[config.mk]
export PLATFORM = sky130hd
export DESIGN_NAME = seg_scan_driver
export DESIGN_NICKNAME = d
export VERILOG_FILES = /design/src/rtl/seg_scan_driver.sv
export SDC_FILE = /design/constraint.sdc
export NUM_CORES = 1
export LEC_CHECK = 0
export BUFFER_PORTS_ARGS = -buffer_cell sky130_fd_sc_hd__buf_4
export CAP_MARGIN = 20
export CORE_UTILIZATION = 34
export CTS_BUF_LIST = sky130_fd_sc_hd__clkbuf_8
export DETAILED_ROUTE_END_ITERATION = 8
export GPL_ROUTABILITY_DRIVEN = 0
export GPL_TIMING_DRIVEN = 0
export PLACE_DENSITY = 0.55
export SLEW_MARGIN = 40
export SYNTH_ARGS = -nofsm -noshare
export SYNTH_HDL_FRONTEND = slang
export SYNTH_SLANG_ARGS = --single-unit
[constraint.sdc]
create_clock -name clk -period 3.5 [get_ports clk]
set_input_delay 0 -clock clk [delete_from_list [all_inputs] [get_ports clk]]
set_output_delay 0 -clock clk [all_outputs]
set_load 0.02 [all_outputs]
[src/rtl/seg_scan_driver.sv]
// Multiplexed hex 7-segment scan driver with guard interval, blanking, leading-zero
// suppression and frame-synchronous double buffering. Define SEG_BLINK_EN to add per-digit blinking.
module seg_scan_driver #(
  parameter int NUM_DIGITS     = 8,
  parameter int SCAN_DIV       = 5000,
  parameter int GUARD_CYC      = 16,
  parameter int SEG_ACTIVE_LOW = 1,
  parameter int COM_ACTIVE_LOW = 1,
  parameter int BLINK_DIV      = 5000000
) (
  input  logic                    clk,
  input  logic                    reset,
  input  logic [4*NUM_DIGITS-1:0] load,
  input  logic [NUM_DIGITS-1:0]   dp_in,
  input  logic [NUM_DIGITS-1:0]   blank_mask,
`ifdef SEG_BLINK_EN
  input  logic [NUM_DIGITS-1:0]   blink_mask,
`endif
  input  logic                    lz_blank,
  input  logic                    load_valid,
  output logic [6:0]              seg,
  output logic                    dp,
  output logic [NUM_DIGITS-1:0]   com,
  output logic                    frame_done
);

  localparam int IDX_W = (NUM_DIGITS > 1) ? $clog2(NUM_DIGITS) : 1;
  localparam int CNT_W = $clog2(SCAN_DIV);
  localparam logic [IDX_W-1:0]      LAST_IDX = IDX_W'(NUM_DIGITS - 1);
  localparam logic [CNT_W-1:0]      LAST_CNT = CNT_W'(SCAN_DIV - 1);
  localparam logic [6:0]            SEG_OFF  = (SEG_ACTIVE_LOW != 0) ? 7'h7F : 7'h00;
  localparam logic                  DP_OFF   = (SEG_ACTIVE_LOW != 0);
  localparam logic [NUM_DIGITS-1:0] COM_OFF  = (COM_ACTIVE_LOW != 0) ? '1 : '0;

  if (NUM_DIGITS < 1 || NUM_DIGITS > 16) begin : g_bad_digits
    $error("NUM_DIGITS must be 1..16");
  end
  if (SCAN_DIV < 2 || GUARD_CYC < 0 || GUARD_CYC >= SCAN_DIV) begin : g_bad_scan
    $error("SCAN_DIV must be >= 2 and GUARD_CYC in 0..SCAN_DIV-1");
  end
  if (BLINK_DIV < 1) begin : g_bad_blink
    $error("BLINK_DIV must be >= 1");
  end

  logic [CNT_W-1:0]        div_cnt;
  logic [IDX_W-1:0]        idx;
  logic [4*NUM_DIGITS-1:0] act_digits, pend_digits;
  logic [NUM_DIGITS-1:0]   act_dp, pend_dp;
  logic [NUM_DIGITS-1:0]   act_blank, pend_blank;
  logic                    pend_flag;
  logic                    tick, boundary;
  logic [NUM_DIGITS-1:0]   blink_dark;

  assign tick       = (div_cnt == LAST_CNT);
  assign boundary   = tick && (idx == LAST_IDX);
  assign frame_done = boundary && !reset;

  // load_valid is a one-way strobe (no ready): every cycle it is high, the presented
  // load/dp_in/blank_mask are taken; a strobe on the frame boundary bypasses pending.
  always_ff @(posedge clk) begin
    if (reset) begin
      div_cnt     <= '0;
      idx         <= '0;
      act_digits  <= '0;
      act_dp      <= '0;
      act_blank   <= '0;
      pend_digits <= '0;
      pend_dp     <= '0;
      pend_blank  <= '0;
      pend_flag   <= 1'b0;
    end else begin
      if (tick) begin
        div_cnt <= '0;
        idx     <= (idx == LAST_IDX) ? '0 : idx + 1'b1;
      end else begin
        div_cnt <= div_cnt + 1'b1;
      end
      if (boundary) begin
        if (load_valid) begin
          act_digits <= load;
          act_dp     <= dp_in;
          act_blank  <= blank_mask;
        end else if (pend_flag) begin
          act_digits <= pend_digits;
          act_dp     <= pend_dp;
          act_blank  <= pend_blank;
        end
        pend_flag <= 1'b0;
      end else if (load_valid) begin
        pend_digits <= load;
        pend_dp     <= dp_in;
        pend_blank  <= blank_mask;
        pend_flag   <= 1'b1;
      end
    end
  end

`ifdef SEG_BLINK_EN
  localparam int BLINK_W = (BLINK_DIV > 1) ? $clog2(BLINK_DIV) : 1;
  localparam logic [BLINK_W-1:0] LAST_BLINK = BLINK_W'(BLINK_DIV - 1);

  logic [BLINK_W-1:0]    blink_cnt;
  logic                  blink_phase;
  logic [NUM_DIGITS-1:0] act_blink, pend_blink;

  always_ff @(posedge clk) begin
    if (reset) begin
      blink_cnt   <= '0;
      blink_phase <= 1'b0;
      act_blink   <= '0;
      pend_blink  <= '0;
    end else begin
      if (blink_cnt == LAST_BLINK) begin
        blink_cnt   <= '0;
        blink_phase <= ~blink_phase;
      end else begin
        blink_cnt <= blink_cnt + 1'b1;
      end
      if (boundary) begin
        if (load_valid)     act_blink <= blink_mask;
        else if (pend_flag) act_blink <= pend_blink;
      end else if (load_valid) begin
        pend_blink <= blink_mask;
      end
    end
  end

  assign blink_dark = blink_phase ? act_blink : '0;
`else
  assign blink_dark = '0;
`endif

  function automatic logic [6:0] hex_font(input logic [3:0] h);
    case (h)
      4'h0: hex_font = 7'h3F;
      4'h1: hex_font = 7'h06;
      4'h2: hex_font = 7'h5B;
      4'h3: hex_font = 7'h4F;
      4'h4: hex_font = 7'h66;
      4'h5: hex_font = 7'h6D;
      4'h6: hex_font = 7'h7D;
      4'h7: hex_font = 7'h07;
      4'h8: hex_font = 7'h7F;
      4'h9: hex_font = 7'h6F;
      4'hA: hex_font = 7'h77;
      4'hB: hex_font = 7'h7C;
      4'hC: hex_font = 7'h39;
      4'hD: hex_font = 7'h5E;
      4'hE: hex_font = 7'h79;
      default: hex_font = 7'h71;
    endcase
  endfunction

  logic [NUM_DIGITS-1:0] lz_dark, com_on, com_n;
  logic [3:0]            cur_digit;
  logic                  cur_dp, cur_dark, run_zero, guard;
  logic [6:0]            seg_lit, seg_n;
  logic                  dp_n;

  always_comb begin
    lz_dark   = '0;
    com_on    = '0;
    cur_digit = 4'h0;
    cur_dp    = 1'b0;
    cur_dark  = 1'b0;
    run_zero  = 1'b1;
    guard     = int'(div_cnt) < GUARD_CYC;
    // Walk from the leftmost digit: a digit is a leading zero while everything left of it is zero.
    for (int i = NUM_DIGITS - 1; i >= 0; i--) begin
      run_zero   = run_zero && (act_digits[4*i +: 4] == 4'h0);
      lz_dark[i] = lz_blank && (i > 0) && run_zero;
    end
    for (int i = 0; i < NUM_DIGITS; i++) begin
      if (IDX_W'(i) == idx) begin
        cur_digit = act_digits[4*i +: 4];
        cur_dp    = act_dp[i];
        cur_dark  = act_blank[i] || lz_dark[i] || blink_dark[i];
        com_on[i] = !guard;
      end
    end
    seg_lit = cur_dark ? 7'h00 : hex_font(cur_digit);
    seg_n   = (SEG_ACTIVE_LOW != 0) ? ~seg_lit : seg_lit;
    dp_n    = (SEG_ACTIVE_LOW != 0) ? !(cur_dp && !cur_dark) : (cur_dp && !cur_dark);
    com_n   = (COM_ACTIVE_LOW != 0) ? ~com_on : com_on;
  end

  always_ff @(posedge clk) begin
    if (reset) begin
      seg <= SEG_OFF;
      dp  <= DP_OFF;
      com <= COM_OFF;
    end else begin
      seg <= seg_n;
      dp  <= dp_n;
      com <= com_n;
    end
  end

endmodule

-- Yosys cells after proc, flatten, opt, wreduce, memory -nomap -nowiden
Memories as Yosys holds them, arrays and structs flattened.
Index checks and enable logic that the tools add are counted.
- equality and inequality tests: 9
- bitwise logic cells: 3
- reduce and logical (&&, ||, !) cells: 40
- add/sub/neg operators: 2
- magnitude comparators: 1
- mux-type cells: 40
- operator list (operator ; count):
    32-bit two-way mux ; 2
    4-bit two-way mux ; 8
    8-bit two-way mux ; 4
    4-bit zero test ; 7
    1-bit two-way mux ; 24
    1-bit logical AND ; 16
    13-bit by 1-bit adder with 13-bit output (second input constant) ; 1
    13-bit equality test (second input constant) ; 1
    13-bit by 5-bit < comparator with 1-bit output (second input constant) ; 1
    3-bit equality test (first input constant) ; 4
    8-bit inverter ; 1
    1-bit logical OR ; 7
    7-bit two-way mux ; 1
    7-bit inverter ; 1
    2-bit by 3-bit equality test with 1-bit output (first input constant) ; 2
    1-bit zero test ; 4
    2-bit AND reduction ; 2
    2-bit OR reduction ; 2
    3-bit by 1-bit adder with 3-bit output (second input constant) ; 1
    1-bit by 3-bit equality test with 1-bit output (first input constant) ; 1
    3-bit equality test (second input constant) ; 1
    3-bit zero test ; 1
    3-bit two-way mux ; 1
    2-bit nonzero test ; 1
    1-bit inverter ; 1
- register bits after elaboration: 129
- output and inout bits: 17
- memories: 1
- ROM bits: 112
- input port bits: 52
- memories (memory ; depth ; bits a word ; rd ports ; clocked after Yosys merged registers in ; write ports ; RTL line ; source):
    (name not given) ; 16 ; 7 ; 1 ; 0 ; 0 ; 134 ; case (h)

-- Logic depth before layout (Yosys ltp)
Gate-level depths: netlist of run 1.
- depth in word-level cells: 19
- mapped depth: 14
- depth with buffers taken out: 12

-- Least setup slack after synthesis of run 1
No wires, ideal clock.
- kind: register to register
- start point: register idx[2]
- end point: register seg[1]
- data required time: 3.420 ns
- arrival time: 2.785 ns
- slack: 0.636 ns
- stages on the path, launching flop included: 12
- cell sequence: dfxtp_1 clkbuf_1 inv_1 ha_1 nor2b_1 a221oi_1 a31oi_1 o31ai_1 inv_1 ha_1 mux2_2 o211ai_1
- word-level cells in the longest chain between the ends: 12
- RTL lines (item ; RTL line ; source):
    start, declared ; 46 ; logic [IDX_W-1:0] idx;
    start signal, assigned ; 74 ; idx <= (idx == LAST_IDX) ? '0 : idx + 1'b1;
    3-bit zero test ; 174 ; if (IDX_W'(i) == idx) begin
    4-bit two-way mux (8 in a row) ; 174 ;
    memory 16 x 7 bit ; - ;
    7-bit two-way mux * ; 181 ; seg_lit = cur_dark ? 7'h00 : hex_font(cur_digit);
    7-bit inverter * ; 182 ; seg_n = (SEG_ACTIVE_LOW != 0) ? ~seg_lit : seg_lit;
    end signal, assigned ; 193 ; seg <= seg_n;
    end, declared ; 21 ; output logic [6:0] seg,
Every way passes the cells marked *; elsewhere a longest branch is shown, timed or not.
A chain may end at the register's enable or synchronous reset.

-- Final worst setup path of run 1
- start point: register idx[2]
- end point: register seg[5]
Same word-level chain as after synthesis.

==> qor.log, run 1 <==
[status] result of the run complete, no violations
[finish] Area growth, synth to finish 26.9%
[sta] minimum setup slack in the final design 345 ps
[finish] NumNets Final 901
[sta] Worst-Margin Slew 781 ps
[sta] worst setup skew after layout 10.8 ps
[place] pre-CTS setup slack -199 ps
[finish] Filler Cell Count 1,827
[finish] share of final-layout standard cells stronger than drive strength 1 0.217
[finish] most frequent cells in the layout 129 x dfxtp_1, 127 x nand2_1, 75 x nor2_1, 66 x buf_4, 63 x a21oi_1
[finish] count of antenna diodes in the layout 0
[drt] via total after detailed routing 5,342
[worst_setup_path] arrival time reported for the critical path endpoint 3460 ps
[drt] number of optimization iterations in the first detailed-route pass 5
[sta] post-route minimum period 3160 ps
[sta] final count of negative-setup-slack endpoints 0
[floorplan] core area 0.0180 mm^2
[finish] FF+latch area 0.00258 mm^2
[power_and_ir_drop] Net Switching 0.795 mW
[drt] Routed WL 16,600 um
[logic_synthesis] Synth Register Bits 129
[worst_setup_path] cell depth of the worst flop-to-flop path 10
[finish] footprint of the multi-input gates 0.00334 mm^2
[power_and_ir_drop] switching fraction of total power 0.254
[logic_synthesis] Net Count, Synth 768
[sta] RSZ-0062 raised after global routing no
[sta] maximum achievable frequency 0.317 GHz
[finish] leading cell type in the layout, fill and taps excluded dfxtp_1
[logic_synthesis] warnings from Yosys 0
[floorplan] Chip Width 138 um
[cts] CTS Buf Count 17
[worst_setup_path] startpoint class of the critical path flop
[drt] DRT iter0 DRCs 216
[worst_setup_path] Worst Setup Path Type flop to flop
[logic_synthesis] share of synthesized registers carrying an async set or reset 0
[cts] Post-CTS Setup Repair Bufs 0
[worst_setup_path] Critical Path RT 3800 ps
[power_and_ir_drop] clock network power share 0.421
[drt] post-route antenna net violation count 0
[place] Port Buffer Count 66
[sta] final count of pins violating max slew 0
[floorplan] number of top-level design ports 69
[floorplan] num rows 49
[place] placed wire-length estimate 12,000 um
[worst_hold_path] hold-critical path depth 3
[grt] number of global-route vias before repair 5,046
[power_and_ir_drop] worst ir drop on vdd 0.242 mV
[job] max-cap violations 0
[cts] buffer levels on the longest clock path 2
[sta] hold slack 99.4 ps
[logic_synthesis] post-synthesis cell area 0.00628 mm^2
[sta] hold violation total from the final report 0
[drt] mean number of vias per cell 4.96
[power_and_ir_drop] portion of total power attributed to combinational logic 0.092
[cts] total number of clock tree sinks 129
[logic_synthesis] sequential fraction of the synthesis area 0.411
[worst_setup_path] top fanout value on the critical path 10
[floorplan] starting density of the core 0.349
[logic_synthesis] synthesized area per cell 8.94 um^2
[power_and_ir_drop] cell leakage power 3.06 nW
[worst_hold_path] worst hold-check path type input pin to flop
[floorplan] floorplan die area 0.0190 mm^2
[cts] number of levels the H-tree was split into 4
[grt] initial antenna violation count 0
[grt] global-route wire length before repair 26,300 um
[logic_synthesis] library cells used by synthesis 55
[grt] global router's overall resource usage 0.183
[cts] clock-pin slew on the worst setup and hold paths 80 ps
[cts] worst-skew pair later-pin latency 450 ps
[sta] ratio of final minimum period to clock period 0.901
[drt] DRC errors left 0
[power_and_ir_drop] sequential fraction of design power 0.486
[grt] maximum number of pins on one net before global-route repair 17
[sta] relative slew slack 0.479
[drt] routed len/inst 15.4 um
[floorplan] Die H 138 um
[logic_synthesis] number of flops mapped to enable cells by yosys 0
[cts] CTS tree built
[worst_setup_path] kind of end point of the critical path flop
[logic_synthesis] Main synth FF type dfxtp_1
[power_and_ir_drop] power density relative to cell area 392 mW/mm^2
[logic_synthesis] Mapped Cells 703
[cts] Root Driver clkbuf_8
[power_and_ir_drop] Power Internal 2.33 mW
[grt] GRT overflow 0
## stage by stage
stage | cells | area, um^2 | util | total power, mW | TNS, ps
finish | 1078 | 7970 | 0.442 | 3.13 | 0
CTS | 1078 | 7960 | 0.442 | 3.17 | 0
floorplan | 703 | 6280 | - | 1.70 | 0
global placement | 998 | 7070 | 0.392 | 1.80 | -423
detailed placement | 998 | 7070 | 0.392 | 1.81 | -374
global route | 1078 | 7970 | 0.442 | 3.25 | 0
## path summary, 6_finish.rpt
path	from	endpoint	slack, ps
hold reg to reg	div_cnt[0]	div_cnt[0]	450
hold / removal	reset	div_cnt[7]	100
setup / recovery	idx[2]	seg[5]	340
setup reg to reg	idx[2]	seg[5]	340
## Yosys cell counts (6+ instances only)
master / count / area [um^2]
nand2_1: 127 / 477
a211oi_1: 7 / 52.6
dfxtp_1: 129 / 2580
nand3b_1: 6 / 45.0
ha_1: 13 / 163
clkbuf_1: 28 / 105
a21oi_1: 63 / 315
mux2i_1: 53 / 531
a211oi_2: 48 / 601
buf_2: 6 / 30.0
nor2_1: 75 / 282
inv_1: 13 / 48.8
nand3_1: 11 / 55.1
o21ai_0: 9 / 45.0
xor2_1: 6 / 52.6
buf_6: 16 / 180
## final cells by class
| type | instances | share of cell area |
|---|---|---|
| multi-input cells | 507 | 0.418 |
| flip-flops and latches | 129 | 0.324 |
| repair buffers | 114 | 0.122 |
| plain buffers | 54 | 0.0422 |
| well taps | 229 | 0.0359 |
| clock buffers | 20 | 0.0345 |
| clock inverters | 12 | 0.0165 |
| inverters | 13 | 0.00612 |
## repair_timing
| action | CTS | global route |
|---|---|---|
| resized for setup | 1 | 8 |
| endpoints found under the setup margin | 3 | 7 |
| gates cloned | 0 | 0 |
| hold buffers | 48 | 0 |
| endpoints found under the hold margin | 96 | 0 |
## power groups by stage
stage	sequential [mW]	combinational (mW)	clock [mW]
finish	1.52	0.289	1.32
global route	1.53	0.318	1.41
CTS	1.52	0.293	1.35
detailed placement	1.56	0.250	0
global placement	1.55	0.250	0
floorplan	1.56	0.143	0
## layer usage
layer | track usage | vias to the layer above | part of all wire
met5 | 0 | - | 0
met4 | 0.0495 | 0 | 0.0095
met3 | 0.0461 | 13 | 0.041
met2 | 0.295 | 106 | 0.46
met1 | 0.242 | 2496 | 0.49
li1 | - | 2727 | -
## cell families after synthesis
group | count (synthesis) | share of synthesized area
multiplexers | 54 | 0.0862
AO/OA/AOI/OAI | 163 | 0.209
AND/OR/NAND/NOR | 266 | 0.192
buffers and inverters | 67 | 0.0603
XOR/XNOR | 11 | 0.0153
adder cells (fa/ha/maj) | 13 | 0.0259
flip-flops | 129 | 0.411
## flip-flops by register name (all words and copies together), names as in the netlist, 3 cells and up
| signal | count |
|---|---|
| pend_dp | 8 |
| pend_digits | 32 |
| seg | 7 |
| com | 8 |
| idx | 3 |
| act_blank | 8 |
| act_digits | 32 |
| act_dp | 8 |
| pend_blank | 8 |
| div_cnt | 13 |
## critical path, cell delays in order, from the launching register on
cell and delay, ps:
dfxtp_1 400, clkbuf_2 250, inv_1 190, ha_1 310, clkbuf_2 240, a2111oi_0 470, o22ai_1 150, a21oi_1 350
buf_2 310, mux2i_1 220, o221ai_1 140
Note: power is estimated with default switching activity, not from simulation.
==> run 2: changes to the inputs <==
--- a/config.mk
+++ b/config.mk
@@ -5,7 +5,7 @@
 export SDC_FILE = /design/constraint.sdc
 export NUM_CORES = 1
 export LEC_CHECK = 0
-export BUFFER_PORTS_ARGS = -buffer_cell sky130_fd_sc_hd__buf_4
+export BUFFER_PORTS_ARGS = -buffer_cell sky130_fd_sc_hd__buf_2
 export CAP_MARGIN = 20
 export CORE_UTILIZATION = 34
 export CTS_BUF_LIST = sky130_fd_sc_hd__clkbuf_8
@@ -13,6 +13,7 @@
 export GPL_ROUTABILITY_DRIVEN = 0
 export GPL_TIMING_DRIVEN = 0
 export PLACE_DENSITY = 0.55
+export RECOVER_POWER = 50
 export SLEW_MARGIN = 40
 export SYNTH_ARGS = -nofsm -noshare
 export SYNTH_HDL_FRONTEND = slang
==> qor.log, run 2 (synthesis results as in run 1) <==
[status] result of the run complete, no violations
[cts] buffer levels on the longest clock path 2 [unchanged]
[grt] global router's overall resource usage 0.185 [+0.00219]
[finish] Regs by FF count act_digits (32), pend_digits (32), div_cnt (13)
[sta] hold violation total from the final report 0 [unchanged]
[sta] post-route minimum period 3220 ps [+60.6 ps]
[cts] CTS tree built
[worst_setup_path] cell type of the slowest stage on the worst timing path clkbuf_1
[cts] CTS Buf Count 17 [unchanged]
[sta] hold slack 9.00 ps [-90.4 ps]
[finish] most frequent cells in the layout 129 x dfxtp_1, 128 x nand2_1, 76 x nor2_1, 63 x a21oi_1, 54 x buf_2
[worst_setup_path] kind of end point of the critical path flop
[cts] Root Driver clkbuf_8
[sta] worst setup skew after layout 9.41 ps [-1.42 ps]
[drt] DRT iter0 DRCs 215 [-0.46%]
[drt] routed len/inst 15.5 um [+0.49%]
[worst_hold_path] worst hold start load_valid
[finish] leading cell type in the layout, fill and taps excluded dfxtp_1
[worst_setup_path] arrival time reported for the critical path endpoint 3520 ps [+60 ps]
[finish] utilization after layout 0.427 [-0.0158]
[finish] count of antenna diodes in the layout 0 [unchanged]
[drt] via total after detailed routing 5,375 [+0.62%]
[floorplan] Chip Width 138 um [unchanged]
[floorplan] core area 0.0180 mm^2 [unchanged]
[power_and_ir_drop] worst ir drop on vdd 0.267 mV [+9.9%]
[finish] NumNets Final 901 [unchanged]
[floorplan] floorplan die area 0.0190 mm^2 [unchanged]
[worst_setup_path] CP top delay family buffers and inverters
[place] placed insts 998 [unchanged]
[worst_setup_path] internal reg-to-reg setup slack 280 ps [-60 ps]
[worst_setup_path] FF-to-FF Start idx[0]
[finish] Filler Cell Count 1,840 [+0.71%]
[worst_setup_path] top fanout value on the critical path 10 [unchanged]
[worst_setup_path] stage delay of the slowest cell on the critical path 440 ps [-30 ps]
[cts] clock-pin slew on the worst setup and hold paths 80 ps [about the same]
[drt] DRC errors left 0 [unchanged]
[job] max-cap violations 0 [unchanged]
[floorplan] number of top-level design ports 69 [unchanged]
[sta] final count of negative-setup-slack endpoints 0 [unchanged]
[power_and_ir_drop] cell leakage power 2.89 nW [-5.4%]
[drt] mean number of vias per cell 4.99 [+0.62%]
[power_and_ir_drop] clock network power share 0.419 [-0.002]
[cts] worst-skew pair later-pin latency 450 ps [about the same]
[worst_hold_path] worst hold-check path type input pin to flop
[worst_hold_path] terminating pin of the worst hold path pend_flag
[grt] initial antenna violation count 0 [unchanged]
[worst_setup_path] capturing point of the worst reg2reg path seg[3]
[power_and_ir_drop] portion of total power attributed to combinational logic 0.087 [-0.005]
[finish] share of final-layout standard cells stronger than drive strength 1 0.184 [-0.0330]
[grt] global-route wire length before repair 26,900 um [+2.4%]
[power_and_ir_drop] Net Switching 0.813 mW [+2.3%]
[power_and_ir_drop] Power Internal 2.26 mW [-3.0%]
[worst_setup_path] cell depth of the worst flop-to-flop path 14 [+4]
[sta] final count of pins violating max slew 0 [unchanged]
[worst_hold_path] hold-critical path depth 3 [unchanged]
[worst_setup_path] Critical Path RT 3800 ps [about the same]
[grt] number of global-route vias before repair 5,231 [+3.7%]
[cts] total number of clock tree sinks 129 [unchanged]
[cts] Post-CTS Setup Repair Bufs 0 [unchanged]
[power_and_ir_drop] switching fraction of total power 0.265 [+0.0103]
[worst_setup_path] crit path buf inv count 5 [+1]
[worst_setup_path] Worst Setup Path Type flop to flop
[sta] minimum setup slack in the final design 284 ps [-60.6 ps]
[floorplan] num rows 49 [unchanged]
[sta] relative slew slack 0.443 [-0.0369]
[power_and_ir_drop] power density relative to cell area 400 mW/mm^2 [+2.0%]
[floorplan] starting density of the core 0.349 [unchanged]
[place] Port Buffer Count 66 [unchanged]
[drt] Routed WL 16,700 um [+0.49%]
[sta] RSZ-0062 raised after global routing no
[drt] number of optimization iterations in the first detailed-route pass 6 [+1]
[sta] maximum achievable frequency 0.311 GHz [-1.9%]
[worst_setup_path] CP cell instances inv_1 -> ha_1 -> clkbuf_1 -> clkbuf_1 -> a21o_1 -> o221ai_1 -> a21oi_1 -> o31a_1 -> inv_1 -> ha_1 -> inv_1 -> a31oi_1 -> a211oi_1 -> o21ai_0
[power_and_ir_drop] sequential fraction of design power 0.495 [+0.009]
[place] pre-CTS setup slack -219 ps [-20.0 ps]
[sta] ratio of final minimum period to clock period 0.919 [+0.0173]
[place] placed wire-length estimate 11,900 um [-0.85%]
[finish] final cell count without fillers 1,078 [unchanged]
[worst_setup_path] startpoint class of the critical path flop
[cts] number of levels the H-tree was split into 4 [unchanged]
[floorplan] Die H 138 um [unchanged]
[sta] Worst-Margin Slew 836 ps [+55.3 ps]
[finish] Area growth, synth to finish 22.3%
[drt] post-route antenna net violation count 0 [unchanged]
[grt] GRT overflow 0 [unchanged]
[worst_setup_path] Crit path top cell by count inv_1
[grt] maximum number of pins on one net before global-route repair 17 [unchanged]
[run 2: final cells by class]
cell class | instances | area, um^2 | area share
plain buffers | 54 | 283 | 0.0368
clock buffers | 17 | 234 | 0.0304
clock inverters | 15 | 159 | 0.0207
inverters | 13 | 48.8 | 0.00635
multi-input cells | 507 | 3300 | 0.430
flip-flops and latches | 129 | 2580 | 0.336
well taps | 229 | 287 | 0.0373
repair buffers | 114 | 791 | 0.103
[run 2: timing repair]
action,in CTS,in global routing
resized for setup,1,6
hold buffers,48,0
setup endpoints to repair,3,6
endpoints found under the hold margin,96,0
[run 2: metrics by stage]
| step | power [mW] | setup TNS (ps) | cell area, um^2 |
|---|---|---|---|
| CTS | 3.12 | 0 | 7780 |
| detailed placement | 1.79 | -421 | 6900 |
| global route | 3.21 | 0 | 7690 |
| floorplan | 1.70 | 0 | 6280 |
| global placement | 1.79 | -453 | 6900 |
| finish | 3.08 | 0 | 7690 |
[run 2: how the worst max path moves through the flow]
stage                 from  endpoint  slack (ps)  cells past startpoint
floorplan           idx[2]    seg[1]         640                     11
global placement    idx[2]    seg[1]        -230                     12
detailed placement  idx[2]    seg[1]        -220                     12
CTS                 idx[2]    seg[1]          20                     12
global route        idx[0]    seg[3]          10                     14
finish              idx[0]    seg[3]         280                     14
[run 2: power groups by stage]
stage	Clock [mW]	Sequential (mW)	Combinational [mW]
finish	1.29	1.52	0.266
global placement	0	1.55	0.232
CTS	1.32	1.52	0.274
floorplan	0	1.56	0.143
global route	1.39	1.53	0.295
detailed placement	0	1.56	0.232
[run 2: worst reg2reg max path: stages, from the launching register on]
cell and delay, ps:
dfxtp_1 360, inv_1 100, ha_1 190, clkbuf_1 390, clkbuf_1 440, a21o_1 140, o221ai_1 100, a21oi_1 160
o31a_1 340, inv_1 130, ha_1 250, inv_1 100, a31oi_1 50, a211oi_1 200, o21ai_0 130
[run 2: routing by layer]
metal  track usage  wire (um)
met1         0.248       8200
met2         0.299       7550
met4        0.0447        170
met3        0.0446        738
met5             0          0
==> run 3: changes to the inputs <==
--- a/config.mk
+++ b/config.mk
@@ -5,7 +5,7 @@
 export SDC_FILE = /design/constraint.sdc
 export NUM_CORES = 1
 export LEC_CHECK = 0
-export BUFFER_PORTS_ARGS = -buffer_cell sky130_fd_sc_hd__buf_2
+export BUFFER_PORTS_ARGS = -buffer_cell sky130_fd_sc_hd__buf_4
 export CAP_MARGIN = 20
 export CORE_UTILIZATION = 34
 export CTS_BUF_LIST = sky130_fd_sc_hd__clkbuf_8
==> qor.log, run 3 (synthesis results as in run 1) <==
[status] result of the run finished, violations left
[status] violations in the final reports hold timing
[finish] Filler Cell Count 1,855 [+0.82%]
[drt] DRC errors left 0 [unchanged]
[sta] hold slack -36.8 ps [-45.8 ps]
[finish] Regs by FF count act_digits (32), pend_digits (32), div_cnt (13)
[place] pre-CTS setup slack -199 ps [+20.0 ps]
[sta] final count of pins violating max slew 0 [unchanged]
[finish] footprint of the multi-input gates 0.00331 mm^2 [+0.15%]
[cts] CTS Buf Count 17 [unchanged]
[cts] CTS tree built
[finish] utilization after layout 0.435 [+0.00882]
[finish] FF+latch area 0.00258 mm^2 [unchanged]
[floorplan] Die H 138 um [unchanged]
[worst_hold_path] worst hold-check path type input pin to flop
[worst_setup_path] Worst Setup Path Type flop to flop
[sta] RSZ-0062 raised after global routing no
[sta] hold violation total from the final report 1 [+1]
[drt] post-route antenna net violation count 0 [unchanged]
[drt] mean number of vias per cell 4.95 [-0.69%]
[finish] Area growth, synth to finish 24.9%
[power_and_ir_drop] cell leakage power 2.95 nW [+2.0%]
[grt] number of global-route vias before repair 5,046 [-3.5%]
[cts] clock-pin slew on the worst setup and hold paths 80 ps [about the same]
[grt] GRT overflow 0 [unchanged]
[place] placed wire-length estimate 12,000 um [+0.86%]
[cts] Root Driver clkbuf_8
[power_and_ir_drop] worst ir drop on vdd 0.245 mV [-8.2%]
[floorplan] floorplan die area 0.0190 mm^2 [unchanged]
[finish] most frequent cells in the layout 129 x dfxtp_1, 128 x nand2_1, 76 x nor2_1, 63 x a21oi_1, 53 x mux2i_1
[worst_setup_path] arrival time reported for the critical path endpoint 3540 ps [+20 ps]
[place] placed insts 998 [unchanged]
[grt] maximum number of pins on one net before global-route repair 17 [unchanged]
[floorplan] starting density of the core 0.349 [unchanged]
[finish] leading cell type in the layout, fill and taps excluded dfxtp_1
[worst_setup_path] cell type of the slowest stage on the worst timing path or4_1
[grt] initial antenna violation count 0 [unchanged]
[sta] final count of negative-setup-slack endpoints 0 [unchanged]
[worst_setup_path] kind of end point of the critical path flop
[drt] DRT iter0 DRCs 227 [+5.6%]
[sta] worst setup skew after layout 10.8 ps [+1.44 ps]
[worst_setup_path] startpoint class of the critical path flop
[power_and_ir_drop] power density relative to cell area 398 mW/mm^2 [-0.59%]
[sta] ratio of final minimum period to clock period 0.926 [+0.00719]
[place] Port Buffer Count 66 [unchanged]
[worst_setup_path] Critical Path RT 3800 ps [about the same]
[floorplan] Chip Width 138 um [unchanged]
[finish] final cell count without fillers 1,078 [unchanged]
[sta] minimum setup slack in the final design 259 ps [-25.2 ps]
[worst_setup_path] stage delay of the slowest cell on the critical path 600 ps [+160 ps]
[job] max-cap violations 0 [unchanged]
[floorplan] core area 0.0180 mm^2 [unchanged]
[cts] total number of clock tree sinks 129 [unchanged]
[cts] number of levels the H-tree was split into 4 [unchanged]
[cts] buffer levels on the longest clock path 2 [unchanged]
[floorplan] number of top-level design ports 69 [unchanged]
[drt] routed len/inst 15.4 um [-0.54%]
[worst_setup_path] top fanout value on the critical path 10 [unchanged]
[worst_setup_path] CP cell instances or4_1 -> nor4_4 -> nand2_1 -> nor2_1 -> clkbuf_1 -> buf_6 -> a211oi_2
[grt] global-route wire length before repair 26,300 um [-2.3%]
[finish] NumNets Final 901 [unchanged]
[sta] relative slew slack 0.482 [+0.0392]
[drt] Routed WL 16,600 um [-0.54%]
[grt] global router's overall resource usage 0.183 [-0.00219]
[sta] maximum achievable frequency 0.309 GHz [-0.78%]
[sta] post-route minimum period 3240 ps [+25.2 ps]
[finish] share of final-layout standard cells stronger than drive strength 1 0.187 [+0.00353]
[cts] worst-skew pair later-pin latency 450 ps [about the same]
[floorplan] num rows 49 [unchanged]
[sta] Worst-Margin Slew 777 ps [-58.8 ps]
[drt] number of optimization iterations in the first detailed-route pass 6 [unchanged]
[finish] count of antenna diodes in the layout 0 [unchanged]
[drt] via total after detailed routing 5,338 [-0.69%]
==> run 3: cell types whose count changed in the layout (fill, tap and decap cells not counted), sizes merged <==
cell,change
inv,-3
clkinv,-1
clkinvlp,+1
buf,+3
==> run 3: worst paths after layout <==
check | slack (ps) | to | startpoint | cells after the start
setup / recovery | 260 | act_digits[14] | div_cnt[10] | 7
hold / removal | -40 | pend_flag | load_valid | 3
setup reg to reg | 260 | act_digits[14] | div_cnt[10] | 7
hold reg to reg | 450 | div_cnt[0] | div_cnt[0] | 1
==> run 3: per-layer routing <==
| layer | track usage | wire length [um] |
|---|---|---|
| met5 | 0 | 0 |
| met4 | 0.0495 | 167 |
| met3 | 0.0461 | 836 |
| met2 | 0.295 | 7590 |
| met1 | 0.242 | 7980 |
==> run 3: worst max-delay path: cells and delay by family, from the launching register on <==
kind,cells,cell delay [ps]
DFF,1,350
buffers and inverters,2,790
AOI/OAI and AO/OA,1,80
and+or+nand+nor,4,1850
==> run 3: area by class of cell <==
type	count	area share
repair buffers	114	0.117
clock buffers	20	0.0351
multi-input cells	507	0.422
plain buffers	54	0.0379
inverters	13	0.00622
flip-flops and latches	129	0.329
well taps	229	0.0365
clock inverters	12	0.0167
==> run 3: what timing repair did <==
item / 4_1_cts / 5_1_grt
hold endpoints to repair: 96 / 0
pin swaps: 0 / 0
gates resized for setup: 1 / 8
setup endpoints to repair: 3 / 7
hold buffers: 48 / 0
setup buffers: 0 / 0
==> run 3: stage by stage <==
step                TNS, ps  instance area, um^2  power, mW
floorplan                 0                 6280       1.70
global placement       -423                 7070       1.80
detailed placement     -374                 7070       1.81
CTS                       0                 7960       3.17
global route              0                 7850       3.25
finish                    0                 7850       3.12
==> run 3: power breakdown <==
part,leakage (nW),internal (mW),switching [mW]
logic,1.70,0.133,0.149
clock network,0.198,0.690,0.628
registers,1.05,1.50,0.0167
